===== src/rtl/alu_issue_stage.sv =====
// alu_issue_stage: decodes RV32 ALU/load/store instructions into an alu_op plus two operands,
// registered through a 2-entry (output + skid) buffer. Optional BEQ decode: ALU_BRANCH_DECODE_EN.
module alu_issue_stage #(
  parameter int XLEN = 32
) (
  input  logic            clk,
  input  logic            rst_n,
  input  logic            flush,
  input  logic            in_valid,
  output logic            in_ready,
  input  logic [31:0]     in_instr,
  input  logic [XLEN-1:0] in_rs1_val,
  input  logic [XLEN-1:0] in_rs2_val,
  output logic            out_valid,
  input  logic            out_ready,
  output logic [XLEN-1:0] out_r1,
  output logic [XLEN-1:0] out_r2,
  output logic [3:0]      out_alu_op,
  output logic [4:0]      out_rd,
  output logic            out_illegal,
  output logic            out_is_branch
);

  // NOR (4'b1100) is part of the ALU encoding but never produced here.
  localparam logic [3:0] OP_AND = 4'b0000;
  localparam logic [3:0] OP_OR  = 4'b0001;
  localparam logic [3:0] OP_ADD = 4'b0010;
  localparam logic [3:0] OP_SUB = 4'b0110;
  localparam logic [3:0] OP_SLT = 4'b0111;

  // entry = {r1, r2, alu_op, rd, illegal, is_branch}
  localparam int EW = 2*XLEN + 11;

  logic [6:0]      opcode;
  logic [2:0]      funct3;
  logic [6:0]      funct7;
  logic [XLEN-1:0] imm_i;
  logic [XLEN-1:0] imm_s;
  logic            unused_rs1_idx;

  assign opcode         = in_instr[6:0];
  assign funct3         = in_instr[14:12];
  assign funct7         = in_instr[31:25];
  assign imm_i          = {{(XLEN-12){in_instr[31]}}, in_instr[31:20]};
  assign imm_s          = {{(XLEN-12){in_instr[31]}}, in_instr[31:25], in_instr[11:7]};
  assign unused_rs1_idx = ^in_instr[19:15];

  logic [XLEN-1:0] dec_r2;
  logic [3:0]      dec_op;
  logic [4:0]      dec_rd;
  logic            dec_illegal;
  logic            dec_branch;
  logic [EW-1:0]   dec_entry;

  always_comb begin
    dec_r2      = '0;
    dec_op      = OP_AND;
    dec_rd      = in_instr[11:7];
    dec_illegal = 1'b1;
    dec_branch  = 1'b0;
    case (opcode)
      7'b0110011: begin
        dec_r2 = in_rs2_val;
        if (funct7 == 7'b0000000) begin
          dec_illegal = 1'b0;
          case (funct3)
            3'b000:  dec_op = OP_ADD;
            3'b111:  dec_op = OP_AND;
            3'b110:  dec_op = OP_OR;
            3'b010:  dec_op = OP_SLT;
            default: dec_illegal = 1'b1;
          endcase
        end else if (funct7 == 7'b0100000 && funct3 == 3'b000) begin
          dec_illegal = 1'b0;
          dec_op      = OP_SUB;
        end
      end
      7'b0010011: begin
        dec_r2      = imm_i;
        dec_illegal = 1'b0;
        case (funct3)
          3'b000:  dec_op = OP_ADD;
          3'b111:  dec_op = OP_AND;
          3'b110:  dec_op = OP_OR;
          3'b010:  dec_op = OP_SLT;
          default: dec_illegal = 1'b1;
        endcase
      end
      7'b0000011: begin
        dec_r2      = imm_i;
        dec_op      = OP_ADD;
        dec_illegal = 1'b0;
      end
      7'b0100011: begin
        dec_r2      = imm_s;
        dec_op      = OP_ADD;
        dec_rd      = '0;
        dec_illegal = 1'b0;
      end
`ifdef ALU_BRANCH_DECODE_EN
      // BEQ: the consumer takes the branch on the ALU zero flag of rs1 - rs2.
      7'b1100011: begin
        if (funct3 == 3'b000) begin
          dec_r2      = in_rs2_val;
          dec_op      = OP_SUB;
          dec_rd      = '0;
          dec_branch  = 1'b1;
          dec_illegal = 1'b0;
        end
      end
`endif
      default: ;
    endcase
    if (dec_illegal) begin
      dec_op     = OP_AND;
      dec_r2     = '0;
      dec_branch = 1'b0;
    end
  end

  assign dec_entry = {in_rs1_val, dec_r2, dec_op, dec_rd, dec_illegal, dec_branch};

  logic          out_valid_q, out_valid_d;
  logic          skid_valid_q, skid_valid_d;
  logic [EW-1:0] out_q, out_d;
  logic [EW-1:0] skid_q, skid_d;

  // in_ready comes straight from a flop so upstream never sees a combinational path.
  assign in_ready = ~skid_valid_q;

  always_comb begin
    out_valid_d  = out_valid_q;
    skid_valid_d = skid_valid_q;
    out_d        = out_q;
    skid_d       = skid_q;
    if (flush) begin
      out_valid_d  = 1'b0;
      skid_valid_d = 1'b0;
    end else if (!out_valid_q || out_ready) begin
      if (skid_valid_q) begin
        out_d        = skid_q;
        out_valid_d  = 1'b1;
        skid_valid_d = 1'b0;
      end else if (in_valid) begin
        out_d       = dec_entry;
        out_valid_d = 1'b1;
      end else begin
        out_valid_d = 1'b0;
      end
    end else if (in_valid && !skid_valid_q) begin
      skid_d       = dec_entry;
      skid_valid_d = 1'b1;
    end
  end

  always_ff @(posedge clk or negedge rst_n) begin
    if (!rst_n) begin
      out_valid_q  <= 1'b0;
      skid_valid_q <= 1'b0;
      out_q        <= '0;
      skid_q       <= '0;
    end else begin
      out_valid_q  <= out_valid_d;
      skid_valid_q <= skid_valid_d;
      out_q        <= out_d;
      skid_q       <= skid_d;
    end
  end

  assign out_valid = out_valid_q;
  assign {out_r1, out_r2, out_alu_op, out_rd, out_illegal, out_is_branch} = out_q;

endmodule


===== config.mk =====
export PLATFORM = sky130hd
export DESIGN_NAME = alu_issue_stage
export DESIGN_NICKNAME = d
export VERILOG_FILES = /design/src/rtl/alu_issue_stage.sv
export SDC_FILE = /design/constraint.sdc
export NUM_CORES = 1
export LEC_CHECK = 0
export ABC_CLOCK_PERIOD_IN_PS = 1600
export CAP_MARGIN = 0
export CORE_AREA = 4 4 131 133
export DETAILED_ROUTE_END_ITERATION = 8
export DIE_AREA = 0 0 135 137
export PLACE_DENSITY = 0.71
export SYNTH_ARGS = -nofsm -noshare
export SYNTH_HDL_FRONTEND = slang
export SYNTH_SLANG_ARGS = --single-unit

===== constraint.sdc =====
create_clock -name clk -period 1.6 [get_ports clk]
set_clock_uncertainty 0.05 [all_clocks]
set_input_delay 0.24 -clock clk [delete_from_list [all_inputs] [get_ports clk]]
set_output_delay 0.24 -clock clk [all_outputs]
set_load 0.01 [all_outputs]

* After elaboration in Yosys (flattened, before gate mapping)
Index checks and enable logic that the tools add are counted.
** Cells by class
- Equality and inequality tests :: 8
- Mux-type cells :: 21
- Bitwise operators :: 3
- Reductions and logical operators :: 15
** Operators with widths (number)
- 75-bit two-way mux :: 2
- 32-bit case mux with 3 select lines :: 1
- 32-bit two-way mux :: 1
- 7-bit by 6-bit == test with 1-bit output, second input constant :: 3
- 3-bit case mux with 3 select lines :: 2
- 1-bit two-way mux :: 10
- 7-bit by 2-bit == test with 1-bit output, second input constant :: 1
- 7-bit by 5-bit == test with 1-bit output, second input constant :: 1
- 7-bit zero test :: 1
- 3-bit == test, second input constant :: 2
- 3-bit two-way mux :: 2
- 3-bit AND reduction :: 2
- 5-bit two-way mux :: 1
- 4-bit two-way mux :: 1
- 2-bit nonzero test :: 2
- 2-bit OR reduction :: 2
- 4-bit OR reduction :: 1
- 3-bit by 2-bit == test with 1-bit output, second input constant :: 1
- 3-bit zero test :: 1
- 1-bit NOT :: 3
- 1-bit case mux with 3 select lines :: 1
- 3-bit nonzero test :: 1
- 1-bit logical AND :: 2
- 1-bit zero test :: 2
- 1-bit logical OR :: 1
** Word-level totals
- Flip-flop bits (word level) :: 151
- Input port bits :: 101
- Output and inout bits :: 77
- Word-level logic and storage cells :: 51

* Depth between registers and ports, before layout
- Depth in word-level cells :: 8
- Mapped depth :: 7
- Depth with buffers taken out :: 4

* Worst setup path before layout
OpenSTA, ideal clock, no wires.
- Path type :: register to register
- Start point :: register out_valid_q (netlist: out_valid)
- End point :: register skid_q[64]
- Library setup time :: 125 ps
- Arrival time :: 1527 ps
- Required time :: 1425 ps
- Path slack :: -102 ps
- Stages on the path, launching flop included :: 7
- Buffers on the path :: 3
- Period minus slack after synthesis :: 1702 ps
- Cells stage by stage :: dfrtp_1 nor2b_1 buf_2 nand3_1 buf_2 buf_2 mux2_2
** On the way
- Cells in the longest elaborated chain, start to end :: 4
** RTL lines
- from (decl) :: line 123 : logic out_valid_q, out_valid_d;
- from (signal assigned) :: line 163 : out_valid_q <= out_valid_d;
- 1-bit zero test :: line 139 : end else if (!out_valid_q || out_ready) begin
- 1-bit logical OR :: line 139
- 1-bit NOT (no source line)
- 3-bit AND reduction (no source line)
- to (signal assigned) :: line 166 : skid_q <= skid_d;
- to (decl) :: line 126 : logic [EW-1:0] skid_q, skid_d;
No other way between the ends.
A chain may end at the register's enable or synchronous reset.

* Final worst setup path
- Start point :: register skid_valid_q
- End point :: register skid_q[52]
** On the way
- Cells in the longest elaborated chain, start to end :: 3
** RTL lines
- from (decl) :: line 124 : logic skid_valid_q, skid_valid_d;
- from (signal assigned) :: line 164 : skid_valid_q <= skid_valid_d;
- 1-bit zero test :: line 150 : end else if (in_valid && !skid_valid_q) begin
- 1-bit logical AND :: line 150
- 3-bit AND reduction (no source line)
No other way between the ends.

==> metrics <==
commonest non-fill, non-tap cell in the layout dfrtp_1; status finished with violations; CP Launch Type flip-flop; Overall Global Routing Usage 21.7%; Top Metal Used met4; Mapped Cells 660; mux cell area share after synthesis 12.0%; Netlist Area Pre-Place around 0.0069 mm^2; clock-pin slew on the worst setup and hold paths around 0.060 ns; setup violators final between 40 and 50; fin. max-slew vios 0; final hold viol count 0; # DRC 0; CTS Root Cell clkbuf_16; top_reg_cell synth dfrtp_1; DR WL met2 10900 um; pin count of the biggest net entering global routing slightly above 60; H-tree levels 4; layout cells sized above 1 29.1%; area leader, netlist dfrtp_1; vias in the first global route slightly above 6000; Simple-Gate Fraction of Synth Area between 10 and 15%; Crit path required time ~1.9 ns; number of CTS-inserted buffers 17; Worst VDD drop just over 0.8 mV; Metal-1 WL 9080 um; Max Buffers Root-to-Sink 2; crit share post-route 105%; area grow syn2layout 57.0%; Synth Area in Adders 0%; Nets 975; Critical Setup Path Class flip-flop to flip-flop; Netlist cell types 42; placed wire-length estimate around 14000 um; Wirelength per Cell between 20 and 25 um; worst skew pair latency roughly 0.42 ns; initial antenna violation count 0; Hold WC Path Type primary input to async pin; Initial Util around 44%; unrepaired setup endpoints after global routing yes; #FFs+latches synth 148; Tightest Pin Transition 0.558 ns; Compound-Gate Fraction of Synth Area about 18%; DR vias ~6300; top-area cell type share of the netlist area between 50 and 60%; gp weighted congestion 0.832; Fmax achieved about 590 MHz; Vias/cell ~5.7; Util after Layout 68.6%; core footprint between 0.015 and 0.02 mm^2; register area share after synthesis between 50% and 60%; Max-slew headroom 62.4%; met3 WL post-DR approximately 1700 um; most frequent cells in the layout 147 x dfrtp_1, 85 x clkdlybuf4s50_1, 77 x nand2_1, 75 x dlygate4sd2_1, 42 x o21ai_0; Static Leak just under 5 nW; post-synthesis xor/xnor area fraction 0%; PnR worst setup slack -0.0826 ns; Port Buf Inserts 170; CTS tree yes; Async SR Flop Fraction 100%; Die Y approximately 140 um; CTS sink cnt approximately 150; antenna viol nets, final 0; number of flops mapped to enable cells by yosys 0; DIE AREA 0.0185 mm^2; Filler Cell Count approximately 1100; Synth Warn # 0; Total Wirelength about 22000 um; min Tclk post-route approximately 1.7 ns; Max-Cap Viols 0; pwr dens ~1000 mW/mm^2; syn avg cell area about 10 um^2; first-pass GRT wire length 31500 um; leading post-synthesis cells by cell area dfrtp_1 54%, mux2_2 6.7%, mux2i_1 5.4%; Worst Path Max Fanout 8; violated checks setup timing; number of I/O pins around 180; Sequential Area 0.00371 mm^2; total grt overflow 0; Multi-input gate area between 0.003 and 0.004 mm^2; largest family of logic cells by synthesized area compound AO/OA/AOI/OAI gates; Std-Cell Rows 46; Starting DRT DRC Count about 400; Initial DRT Pass Iterations 5; final hold slack between 0.2 and 0.3 ns; Arr. time, crit path just under 2 ns; antenna cells 0; Critical Path End Type flip-flop; Die X 135 um
## synth_stat cells, types with 2 or more instances
cell type	count
nand2_1	96
and3_1	23
buf_6	2
mux2_2	41
clkbuf_1	30
buf_4	4
o41ai_2	5
o31ai_1	25
nor3_1	7
buf_2	20
nor2_1	37
nand3_1	7
and2_1	3
o22ai_1	27
o21ai_0	66
dfrtp_1	148
a21oi_1	44
buf_1	2
o31ai_2	9
nor3_2	2
mux2i_1	37
nand2b_1	3
a221o_1	2
nor2b_1	2
## through the flow
| stage | cells | TNS, ns | cell area [um^2] | total power, mW | worst slack [ns] |
|---|---|---|---|---|---|
| final | 1103 | -1.65 | 10900 | 10.7 | -0.0826 |
| after global routing | 1103 | -4.34 | 10900 | 11.1 | -0.111 |
| after CTS | 1090 | -2.12 | 10000 | 10.6 | -0.0686 |
| after detailed placement | 1048 | -55.28 | 9240 | 6.58 | -0.545 |
| after global placement | 1048 | -49.40 | 9240 | 6.49 | -0.547 |
| after floorplan | 661 | -0.0224 | 6940 | 5.36 | -0.00224 |
## layer usage
| metal | vias to the layer above | global-route usage [%] |
|---|---|---|
| met1 | 3122 | 28.4 |
| met2 | 293 | 35.2 |
| li1 | 2812 | - |
| met5 | - | 0 |
| met4 | 0 | 7.28 |
| met3 | 38 | 5.92 |
## cell families after synthesis
| group | after synthesis |
|---|---|
| mux | 78 |
| buf+inv | 59 |
| flops | 148 |
| other cells | 1 |
| simple gates | 186 |
| compound gates | 188 |
## cell type report
class	count	share of cell area [%]
clock buffers	17	3.92
flip-flops and latches	148	34.2
repair buffers	251	24.7
multi-input cells	455	32.9
clock inverters	15	1.73
inverters	1	0.0346
well taps	216	2.49
## repair_timing
| item | CTS | global route |
|---|---|---|
| hold buffers | 1 | 0 |
| pin swaps | 4 | 24 |
| setup endpoints to repair | 218 | 142 |
| hold endpoints to repair | 40 | 0 |
| setup buffers | 6 | 4 |
| cloned | 3 | 11 |
| gates resized for setup | 103 | 146 |
## final timing paths
path	slack, ns	from	depth (start not counted)	to
max reg2reg	-0.08	skid_valid_q	6	skid_q[52]
max	-0.08	skid_valid_q	6	skid_q[52]
min	0.28	rst_n	2	out_q[54]
max in group asynchronous	0.63	rst_n	3	skid_q[40]
min reg2reg	0.42	out_q[62]	2	out_q[62]
min in group clk	0.39	in_instr[10]	3	skid_q[5]
## sequential cells by signal, indices dropped and copies added (netlist names)
register,cells
out_q,73
skid_q,73
skid_valid_q,1
out_valid,1
## worst max-delay path, stage by stage (launching register included)
cell and delay (ns):
dfrtp_4 0.50, buf_8 0.15, nor2_4 0.10, nand3_4 0.13, buf_12 0.18, clkbuf_16 0.17, mux2_2 0.28
## power by group
| group | switching [mW] | total [mW] | internal, mW |
|---|---|---|---|
| clock network | 1.58 | 4.17 | 2.59 |
| registers | 0.278 | 4.53 | 4.25 |
| logic | 0.949 | 2.01 | 1.06 |
| total | 2.80 | 10.7 | 7.90 |
Note: power is estimated with default switching activity, not from simulation.
